[src/rtl/riscv_mc_ctrl.sv]
// riscv_mc_ctrl: multicycle RV32I sequencer over one shared memory port.
// Steps FETCH/DECODE/EXEC/MEM/WB and drives datapath selects and enables.
module riscv_mc_ctrl #(
  parameter int MEM_TIMEOUT = 255,
  parameter int INSTRET_W   = 32
) (
  input  logic                 i_clk,
  input  logic                 i_rst,
  input  logic [6:0]           i_mc_opcode,
  input  logic [2:0]           i_mc_funct3,
  input  logic                 i_mc_funct7_5b,
  input  logic                 i_mc_alu_zero,
  input  logic                 i_mc_mem_ready,
  output logic                 o_mc_mem_req,
  output logic                 o_mc_mem_wr_en,
  output logic                 o_mc_mem_addr_src,
  output logic [3:0]           o_mc_mem_byte_sel,
  output logic                 o_mc_ir_wr_en,
  output logic                 o_mc_pc_wr_en,
  output logic [1:0]           o_mc_src_pc,
  output logic [2:0]           o_mc_src_imm,
  output logic [1:0]           o_mc_src_rd,
  output logic                 o_mc_src_alu_a,
  output logic                 o_mc_src_alu_b,
  output logic [3:0]           o_mc_alu_ctrl,
  output logic                 o_mc_reg_wr_en,
  output logic [2:0]           o_mc_state,
  output logic                 o_mc_fault,
  output logic [INSTRET_W-1:0] o_mc_instret
);

  localparam logic [6:0] OPC_LUI    = 7'b0110111;
  localparam logic [6:0] OPC_AUIPC  = 7'b0010111;
  localparam logic [6:0] OPC_JAL    = 7'b1101111;
  localparam logic [6:0] OPC_JALR   = 7'b1100111;
  localparam logic [6:0] OPC_BRANCH = 7'b1100011;
  localparam logic [6:0] OPC_LOAD   = 7'b0000011;
  localparam logic [6:0] OPC_STORE  = 7'b0100011;
  localparam logic [6:0] OPC_OPIMM  = 7'b0010011;
  localparam logic [6:0] OPC_OP     = 7'b0110011;

  localparam logic [1:0] PC_4      = 2'd0;
  localparam logic [1:0] PC_IMM    = 2'd1;
  localparam logic [1:0] PC_RS_IMM = 2'd2;

  localparam logic [2:0] IMM_I = 3'd0;
  localparam logic [2:0] IMM_S = 3'd1;
  localparam logic [2:0] IMM_B = 3'd2;
  localparam logic [2:0] IMM_U = 3'd3;
  localparam logic [2:0] IMM_J = 3'd4;

  localparam logic [1:0] RD_ALU = 2'd0;
  localparam logic [1:0] RD_DME = 2'd1;
  localparam logic [1:0] RD_PC4 = 2'd2;
  localparam logic [1:0] RD_IMM = 2'd3;

  localparam logic [3:0] ALU_ADD  = 4'd0;
  localparam logic [3:0] ALU_SUB  = 4'd1;
  localparam logic [3:0] ALU_SLL  = 4'd2;
  localparam logic [3:0] ALU_SLT  = 4'd3;
  localparam logic [3:0] ALU_SLTU = 4'd4;
  localparam logic [3:0] ALU_XOR  = 4'd5;
  localparam logic [3:0] ALU_SRL  = 4'd6;
  localparam logic [3:0] ALU_SRA  = 4'd7;
  localparam logic [3:0] ALU_OR   = 4'd8;
  localparam logic [3:0] ALU_AND  = 4'd9;

  localparam int TW = (MEM_TIMEOUT > 1) ? $clog2(MEM_TIMEOUT) : 1;
  localparam logic [TW-1:0] TMO_LAST =
    TW'((MEM_TIMEOUT > 0) ? MEM_TIMEOUT - 1 : 0);
  localparam bit TMO_EN = (MEM_TIMEOUT > 0);

  typedef enum logic [2:0] {
    S_FETCH  = 3'd0,
    S_DECODE = 3'd1,
    S_EXEC   = 3'd2,
    S_MEM    = 3'd3,
    S_WB     = 3'd4,
    S_FAULT  = 3'd7
  } state_e;

  state_e                 state_q, state_d;
  logic [TW-1:0]          tmo_q, tmo_d;
  logic [INSTRET_W-1:0]   instret_q;
  logic                   retire;
  logic                   is_load, is_store, is_branch, opc_valid;
  logic                   br_take, tmo_hit;
  logic [3:0]             arith_op;

  assign is_load   = (i_mc_opcode == OPC_LOAD);
  assign is_store  = (i_mc_opcode == OPC_STORE);
  assign is_branch = (i_mc_opcode == OPC_BRANCH);
  assign opc_valid = (i_mc_opcode == OPC_LUI)   || (i_mc_opcode == OPC_AUIPC)
                  || (i_mc_opcode == OPC_JAL)   || (i_mc_opcode == OPC_JALR)
                  || is_branch || is_load || is_store
                  || (i_mc_opcode == OPC_OPIMM) || (i_mc_opcode == OPC_OP);
  assign tmo_hit   = TMO_EN && (tmo_q == TMO_LAST);

  // Branch outcome from the compare result; undefined funct3 never takes
  always_comb begin
    br_take = 1'b0;
    case (i_mc_funct3)
      3'b000:  br_take =  i_mc_alu_zero;
      3'b001:  br_take = !i_mc_alu_zero;
      3'b100:  br_take = !i_mc_alu_zero;
      3'b101:  br_take =  i_mc_alu_zero;
      3'b110:  br_take = !i_mc_alu_zero;
      3'b111:  br_take =  i_mc_alu_zero;
      default: br_take = 1'b0;
    endcase
  end

  // Register/immediate arithmetic op; SUB only exists in the reg-reg form
  always_comb begin
    arith_op = ALU_ADD;
    case (i_mc_funct3)
      3'b000: arith_op = (i_mc_funct7_5b && i_mc_opcode == OPC_OP)
                         ? ALU_SUB : ALU_ADD;
      3'b001: arith_op = ALU_SLL;
      3'b010: arith_op = ALU_SLT;
      3'b011: arith_op = ALU_SLTU;
      3'b100: arith_op = ALU_XOR;
      3'b101: arith_op = i_mc_funct7_5b ? ALU_SRA : ALU_SRL;
      3'b110: arith_op = ALU_OR;
      3'b111: arith_op = ALU_AND;
      default: arith_op = ALU_ADD;
    endcase
  end

  // Datapath selects decoded straight from the IR fields
  always_comb begin
    o_mc_src_imm   = IMM_I;
    o_mc_src_alu_a = 1'b0;
    o_mc_src_alu_b = 1'b1;
    o_mc_alu_ctrl  = ALU_ADD;
    o_mc_src_rd    = RD_ALU;
    o_mc_src_pc    = PC_4;
    unique case (i_mc_opcode)
      OPC_OP: begin
        o_mc_src_alu_b = 1'b0;
        o_mc_alu_ctrl  = arith_op;
      end
      OPC_OPIMM: o_mc_alu_ctrl = arith_op;
      OPC_LUI: begin
        o_mc_src_imm = IMM_U;
        o_mc_src_rd  = RD_IMM;
      end
      OPC_AUIPC: begin
        o_mc_src_imm   = IMM_U;
        o_mc_src_alu_a = 1'b1;
      end
      OPC_JAL: begin
        o_mc_src_imm = IMM_J;
        o_mc_src_rd  = RD_PC4;
        o_mc_src_pc  = PC_IMM;
      end
      OPC_JALR: begin
        o_mc_src_rd = RD_PC4;
        o_mc_src_pc = PC_RS_IMM;
      end
      OPC_BRANCH: begin
        o_mc_src_imm   = IMM_B;
        o_mc_src_alu_b = 1'b0;
        o_mc_src_pc    = br_take ? PC_IMM : PC_4;
        unique case (i_mc_funct3[2:1])
          2'b10:   o_mc_alu_ctrl = ALU_SLT;
          2'b11:   o_mc_alu_ctrl = ALU_SLTU;
          default: o_mc_alu_ctrl = ALU_SUB;
        endcase
      end
      OPC_LOAD:  o_mc_src_rd  = RD_DME;
      OPC_STORE: o_mc_src_imm = IMM_S;
      default: ;
    endcase
  end

  // Next state and state-gated enables; reset kills every enable at once
  always_comb begin
    state_d        = state_q;
    o_mc_mem_req   = 1'b0;
    o_mc_mem_wr_en = 1'b0;
    o_mc_ir_wr_en  = 1'b0;
    o_mc_pc_wr_en  = 1'b0;
    o_mc_reg_wr_en = 1'b0;
    retire         = 1'b0;
    unique case (state_q)
      S_FETCH: begin
        o_mc_mem_req = 1'b1;
        if (i_mc_mem_ready) begin
          o_mc_ir_wr_en = 1'b1;
          state_d       = S_DECODE;
        end else if (tmo_hit) begin
          state_d = S_FAULT;
        end
      end
      S_DECODE: state_d = opc_valid ? S_EXEC : S_FAULT;
      S_EXEC: begin
        if (is_branch) begin
          o_mc_pc_wr_en = 1'b1;
          retire        = 1'b1;
          state_d       = S_FETCH;
        end else if (is_load || is_store) begin
          state_d = S_MEM;
        end else begin
          state_d = S_WB;
        end
      end
      S_MEM: begin
        o_mc_mem_req   = 1'b1;
        o_mc_mem_wr_en = is_store;
        if (i_mc_mem_ready) begin
          if (is_store) begin
            o_mc_pc_wr_en = 1'b1;
            retire        = 1'b1;
            state_d       = S_FETCH;
          end else begin
            state_d = S_WB;
          end
        end else if (tmo_hit) begin
          state_d = S_FAULT;
        end
      end
      S_WB: begin
        o_mc_reg_wr_en = 1'b1;
        o_mc_pc_wr_en  = 1'b1;
        retire         = 1'b1;
        state_d        = S_FETCH;
      end
      default: state_d = S_FAULT;
    endcase
    if (i_rst) begin
      o_mc_mem_req   = 1'b0;
      o_mc_mem_wr_en = 1'b0;
      o_mc_ir_wr_en  = 1'b0;
      o_mc_pc_wr_en  = 1'b0;
      o_mc_reg_wr_en = 1'b0;
    end
  end

  // Stall counter restarts on every state change
  always_comb begin
    tmo_d = tmo_q;
    if (state_d != state_q)
      tmo_d = '0;
    else if (o_mc_mem_req && !i_mc_mem_ready)
      tmo_d = tmo_q + 1'b1;
  end

  // State, stall counter and retired count
  always_ff @(posedge i_clk or posedge i_rst) begin
    if (i_rst) begin
      state_q   <= S_FETCH;
      tmo_q     <= '0;
      instret_q <= '0;
    end else begin
      state_q <= state_d;
      tmo_q   <= tmo_d;
      if (retire)
        instret_q <= instret_q + 1'b1;
    end
  end

  // Byte lanes: fetch is always a word, data access follows funct3
  always_comb begin
    o_mc_mem_byte_sel = 4'b1111;
    if (state_q == S_MEM) begin
      case (i_mc_funct3[1:0])
        2'b00:   o_mc_mem_byte_sel = 4'b0001;
        2'b01:   o_mc_mem_byte_sel = 4'b0011;
        default: o_mc_mem_byte_sel = 4'b1111;
      endcase
    end
  end

  assign o_mc_mem_addr_src = (state_q == S_MEM);
  assign o_mc_state        = state_q;
  assign o_mc_fault        = (state_q == S_FAULT);
  assign o_mc_instret      = instret_q;

endmodule

[config.mk]
export PLATFORM = sky130hd
export DESIGN_NAME = riscv_mc_ctrl
export DESIGN_NICKNAME = d
export VERILOG_FILES = /design/src/rtl/riscv_mc_ctrl.sv
export SDC_FILE = /design/constraint.sdc
export NUM_CORES = 1
export LEC_CHECK = 0
export CAP_MARGIN = 20
export CORE_MARGIN = 2
export CORE_UTILIZATION = 52
export CTS_CLUSTER_SIZE = 8
export DETAILED_ROUTE_END_ITERATION = 16
export GPL_ROUTABILITY_DRIVEN = 0
export HOLD_SLACK_MARGIN = 0.02
export PLACE_DENSITY = 0.84
export REMOVE_ABC_BUFFERS = 1
export SLEW_MARGIN = 20
export SYNTH_ARGS = -nofsm -noshare
export SYNTH_HDL_FRONTEND = slang
export SYNTH_SLANG_ARGS = --single-unit
[constraint.sdc]
create_clock -name i_clk -period 5.45 [get_ports i_clk]
set_input_delay 1.09 -clock i_clk [delete_from_list [all_inputs] [get_ports i_clk]]
set_output_delay 1.09 -clock i_clk [all_outputs]
set_load 0.005 [all_outputs]
Word-level counts from Yosys, hierarchy flattened
Cells that the tools add are included.
Widths: inputs -> output; s select.
Word-level totals
  register bits after elaboration: 43
  output and inout bits: 59
  word-level logic and storage cells: 93
Operators by class
  $add $sub $neg: 2
  equal/unequal tests: 26
  multiplexer cells: 38
  reductions and logical operators: 24
Operator list (count)
  $add 32x1->32 const B: 1
  $pmux 4 s8: 1
  $eq 7x6->1 const B: 3
  $eq 7x7->1 const B: 3
  $mux 3: 7
  $eq 3x3->1 const B: 6
  $mux 1: 18
  $mux 8: 2
  $pmux 4 s2: 2
  $pmux 3 s5: 1
  $eq 7x5->1 const B: 2
  $eq 3x2->1 const B: 4
  $pmux 2 s3: 2
  $pmux 3 s4: 1
  $reduce_or 2->1: 5
  $logic_or 1x1->1: 9
  $add 8x1->8 const B: 1
  $eq 8x8->1 const B: 1
  $eq 7x2->1 const B: 1
  $eq 3x1->1 const B: 2
  $logic_not 3->1: 2
  $pmux 3 s2: 1
  $reduce_or 3->1: 2
  $eq 2x2->1 const B: 2
  other kinds (9): 11

Depth between registers and ports, before layout
  depth in word-level cells: 13
  mapped depth: 8
  mapped depth without buffers: 7

Least setup slack after synthesis
OpenSTA, ideal clock, no wires.
  path type: input-to-output
  from: in i_rst
  to: out o_mc_ir_wr_en
  arrival time: 2.345 ns
  required time: 4.360 ns
  slack: 2.015 ns
  stages on the path: 2
  buffers on the path: 0
  path through: inv_1 -> and4_1
Between the ends
  cells in the longest elaborated chain, start to end: 1
Ends and longest elaborated chain
  start: declaration: line 8  | input logic i_rst,
  $mux 1: line 231  | if (i_rst) begin
  end: declaration: line 18  | output logic o_mc_ir_wr_en,
No other way between the ends.

Worst setup path in the final report
  from: in i_mc_opcode[5]
  to: out o_mc_pc_wr_en
Between the ends
  cells in the longest elaborated chain, start to end: 5
  elaborated cells on any way between the ends: 7
  those cells by class: eq/ne: 2; mux: 5
Ends and longest elaborated chain
  start: declaration: line 9  | input logic [6:0] i_mc_opcode,
  $eq 7x6->1: line 91  | assign is_store = (i_mc_opcode == OPC_STORE);
  $mux 1: line 212  | if (is_store) begin
  $mux 1: line 211  | if (i_mc_mem_ready) begin
  $pmux 1 s3 (*): line 186  | unique case (state_q)
  $mux 1 (*): line 231
  end: declaration: line 19  | output logic o_mc_pc_wr_en,
Every way passes the cells marked *; elsewhere a longest branch is shown, timed or not.

==> flow_summary.json <==
{
  "clk_pin_slew_ps": 80,
  "sw_frac_of_total": 0.278,
  "viasPerCell": 5.79,
  "critPathArrivalTime_ps": 3580,
  "dr_total_vias": 2490,
  "grt_pass1_wl_mm": 11.4,
  "worstSetupPathType": "input port to output pin",
  "grt_antenna_before_repair": 0,
  "synthArstFlopShare": 1.00,
  "drv_slew": 0,
  "grt_pass1_vias": 2375,
  "critPathRequiredTime_ps": 4360,
  "ys_seq_elements": 43,
  "place_ws_ps": 863,
  "hold_end": "o_mc_instret[31]$_DFFE_PP0P_",
  "hold_depth": 1,
  "status": "finished, final reports clean",
  "worst_pin_slew_ps": 880,
  "drt_iter0_markers": 99,
  "synthFlopType": "dfrtp_1",
  "cts_setup_buffers": 0,
  "syn_avg_cell_area_um2": 9.19,
  "yosys_warnings": 0,
  "cts_tree": "built",
  "final_common_cell": "clkdlybuf4s50_1",
  "vdd_ir_drop_max_uv": 207,
  "p_switching_uw": 225,
  "area_growth_pct": 32.4,
  "die_height_um": 76.3,
  "row_count": 26,
  "finClkSkew_ps": 9.55,
  "min_path_type": "flip-flop to flip-flop",
  "post-dp-hpwl_mm": 4.76,
  "rr_startpoint": "o_mc_state[2]$_DFF_PP0_",
  "yosysUniqueCellTypes": 54,
  "fin_nets": 377,
  "post_cts_resized": 0,
  "hold_violations": 0,
  "p_seq_frac": 0.480,
  "end_kind": "output pin",
  "cts_made_buffers": 5,
  "grt_util_all_layers": 0.237,
  "ys_seq_area_frac": 0.396,
  "r2r-end": "o_mc_instret[18]$_DFFE_PP0P_",
  "drc": 0,
  "min_from": "o_mc_instret[31]$_DFFE_PP0P_",
  "max_cap_viol_count": 0,
  "num_io_pins": 74,
  "clock_latency_ps": 300,
  "io_buffers": 72,
  "rrSetupSlack_ps": 3170,
  "grt_overflow_total": 0,
  "post-route-period-util": 0.857,
  "slew_headroom": 0.414,
  "cts_hold_buf": 0,
  "clock-sinks": 43,
  "p_per_area_nw_per_um2": 225,
  "layout_common_cells": "clkdlybuf4s50_1, dfrtp_1, xnor2_1",
  "clkPwrFrac": 0.366,
  "core_area_um2": 5070,
  "min_period_ps": 4670,
  "dieWidth_um": 76.3,
  "intPower_uw": 584,
  "critical_path.max_fanout": 8,
  "cts_max_level": 2,
  "postRouteAntennaNets": 0,
  "setup_viol": 0,
  "synth_edf_count": 0,
  "cts_root_buf": "clkbuf_8",
  "power_uw": 808,
  "clockBufferDepth": 2,
  "setup_tns_ps": 0,
  "p_comb_frac": 0.154,
  "drive_gt1_frac": 0.0528,
  "leakage_nw": 1.44,
  "timing.final.ws_setup_ps": 782,
  "wire_per_inst_um": 15.5,
  "n_antenna_cell": 0,
  "start_kind": "input port",
  "fmax_mhz": 214,
  "syn-instance-count": 296,
  "dr.pass1.iters": 4,
  "fp.dieArea_um2": 5830,
  "syn-cell-area_um2": 2720,
  "rsz0062_at_grt": "false",
  "initial_core_util": 0.536,
  "rr_worst_depth": 5,
  "wirelength_mm": 6.67,
  "grt_max_degree": 31
}
-- metal layers --
metal  share of wire  wire length (um)  global-route usage
met2            0.48              3230               0.386
met1            0.45              3000               0.311
met5               0                 0                   0
met4           0.011                76              0.0745
met3           0.054               362              0.0616
-- state kept, by name (all words and copies together) (netlist names) --
name and count:
o_mc_instret 32, o_mc_state 3, tmo_q 8
-- critical path, stage by stage --
cell	delay [ps]
clkdlybuf4s50_1	610
nor2b_1	320
nand3_1	260
o22a_1	260
o22ai_1	350
and2_1	190
clkdlybuf4s50_1	500
-- power by group through the flow --
stage	logic, mW	registers [mW]	clock network, mW
global placement	0.122	0.391	0
floorplan	0.0568	0.382	0
CTS	0.125	0.387	0.301
detailed placement	0.124	0.393	0
finish	0.125	0.388	0.296
global route	0.138	0.393	0.316
-- worst max path at each step --
stage | end | start | slack (ps)
floorplan | o_mc_ir_wr_en | i_rst | 2020
global placement | o_mc_pc_wr_en | i_mc_opcode[5] | 940
detailed placement | o_mc_pc_wr_en | i_mc_opcode[5] | 860
CTS | o_mc_pc_wr_en | i_mc_opcode[5] | 840
global route | o_mc_pc_wr_en | i_mc_opcode[5] | 610
finish | o_mc_pc_wr_en | i_mc_opcode[5] | 780
-- synth_stat cells (all sizes together), types with 3 or more instances --
master   n  area [um2]
dfrtp   43        1080
xnor2   32         280
nand4   31         194
nand3   21         105
nor2    19        73.8
nand2   17        63.8
and3    16         100
and4    10        87.6
clkbuf  10        37.5
inv     10        37.5
buf      8        55.1
nor3     8        40.0
xor2     7        61.3
a21oi    5        25.0
and2     4        25.0
nor2b    4        25.0
o21ai    4        20.0
or3      4        25.0
ha       3        37.5
o22ai    3        18.8
o31ai    3        22.5
-- through the flow --
stage / util / cells / cell area [um2] / hold slack, ps
2_1_floorplan: - / 278 / 2630 / 469
3_3_place_gp: 0.681 / 422 / 3460 / 464
3_5_place_dp: 0.681 / 422 / 3460 / 467
4_1_cts: 0.708 / 430 / 3590 / 484
5_1_grt: 0.710 / 430 / 3600 / 518
6_report: 0.710 / 430 / 3600 / 477
-- final cells by class --
cell class,instances,area [um2]
repair buffers,74,736
inverters,11,41.3
clock buffers,5,68.8
well taps,70,87.6
multi-input cells,224,1520
flip-flops and latches,43,1080
fillers,406,1470
clock inverters,3,67.6
-- cell families (layout without fill, tap and decap cells) --
logic type               count (synthesis)  in the layout  share of synthesized area
AO/OA/AOI/OAI                           33             33                     0.0966
other                                    1              1                    0.00138
adder cells (fa/ha/maj)                  3              3                     0.0138
XOR/XNOR                                39             39                      0.126
buffers and inverters                   29             93                     0.0492
multiplexers                             2              2                    0.00782
flip-flops                              43             43                      0.396
AND/OR/NAND/NOR                        146            146                      0.310
No activity file was read; power rests on OpenSTA's default activity.
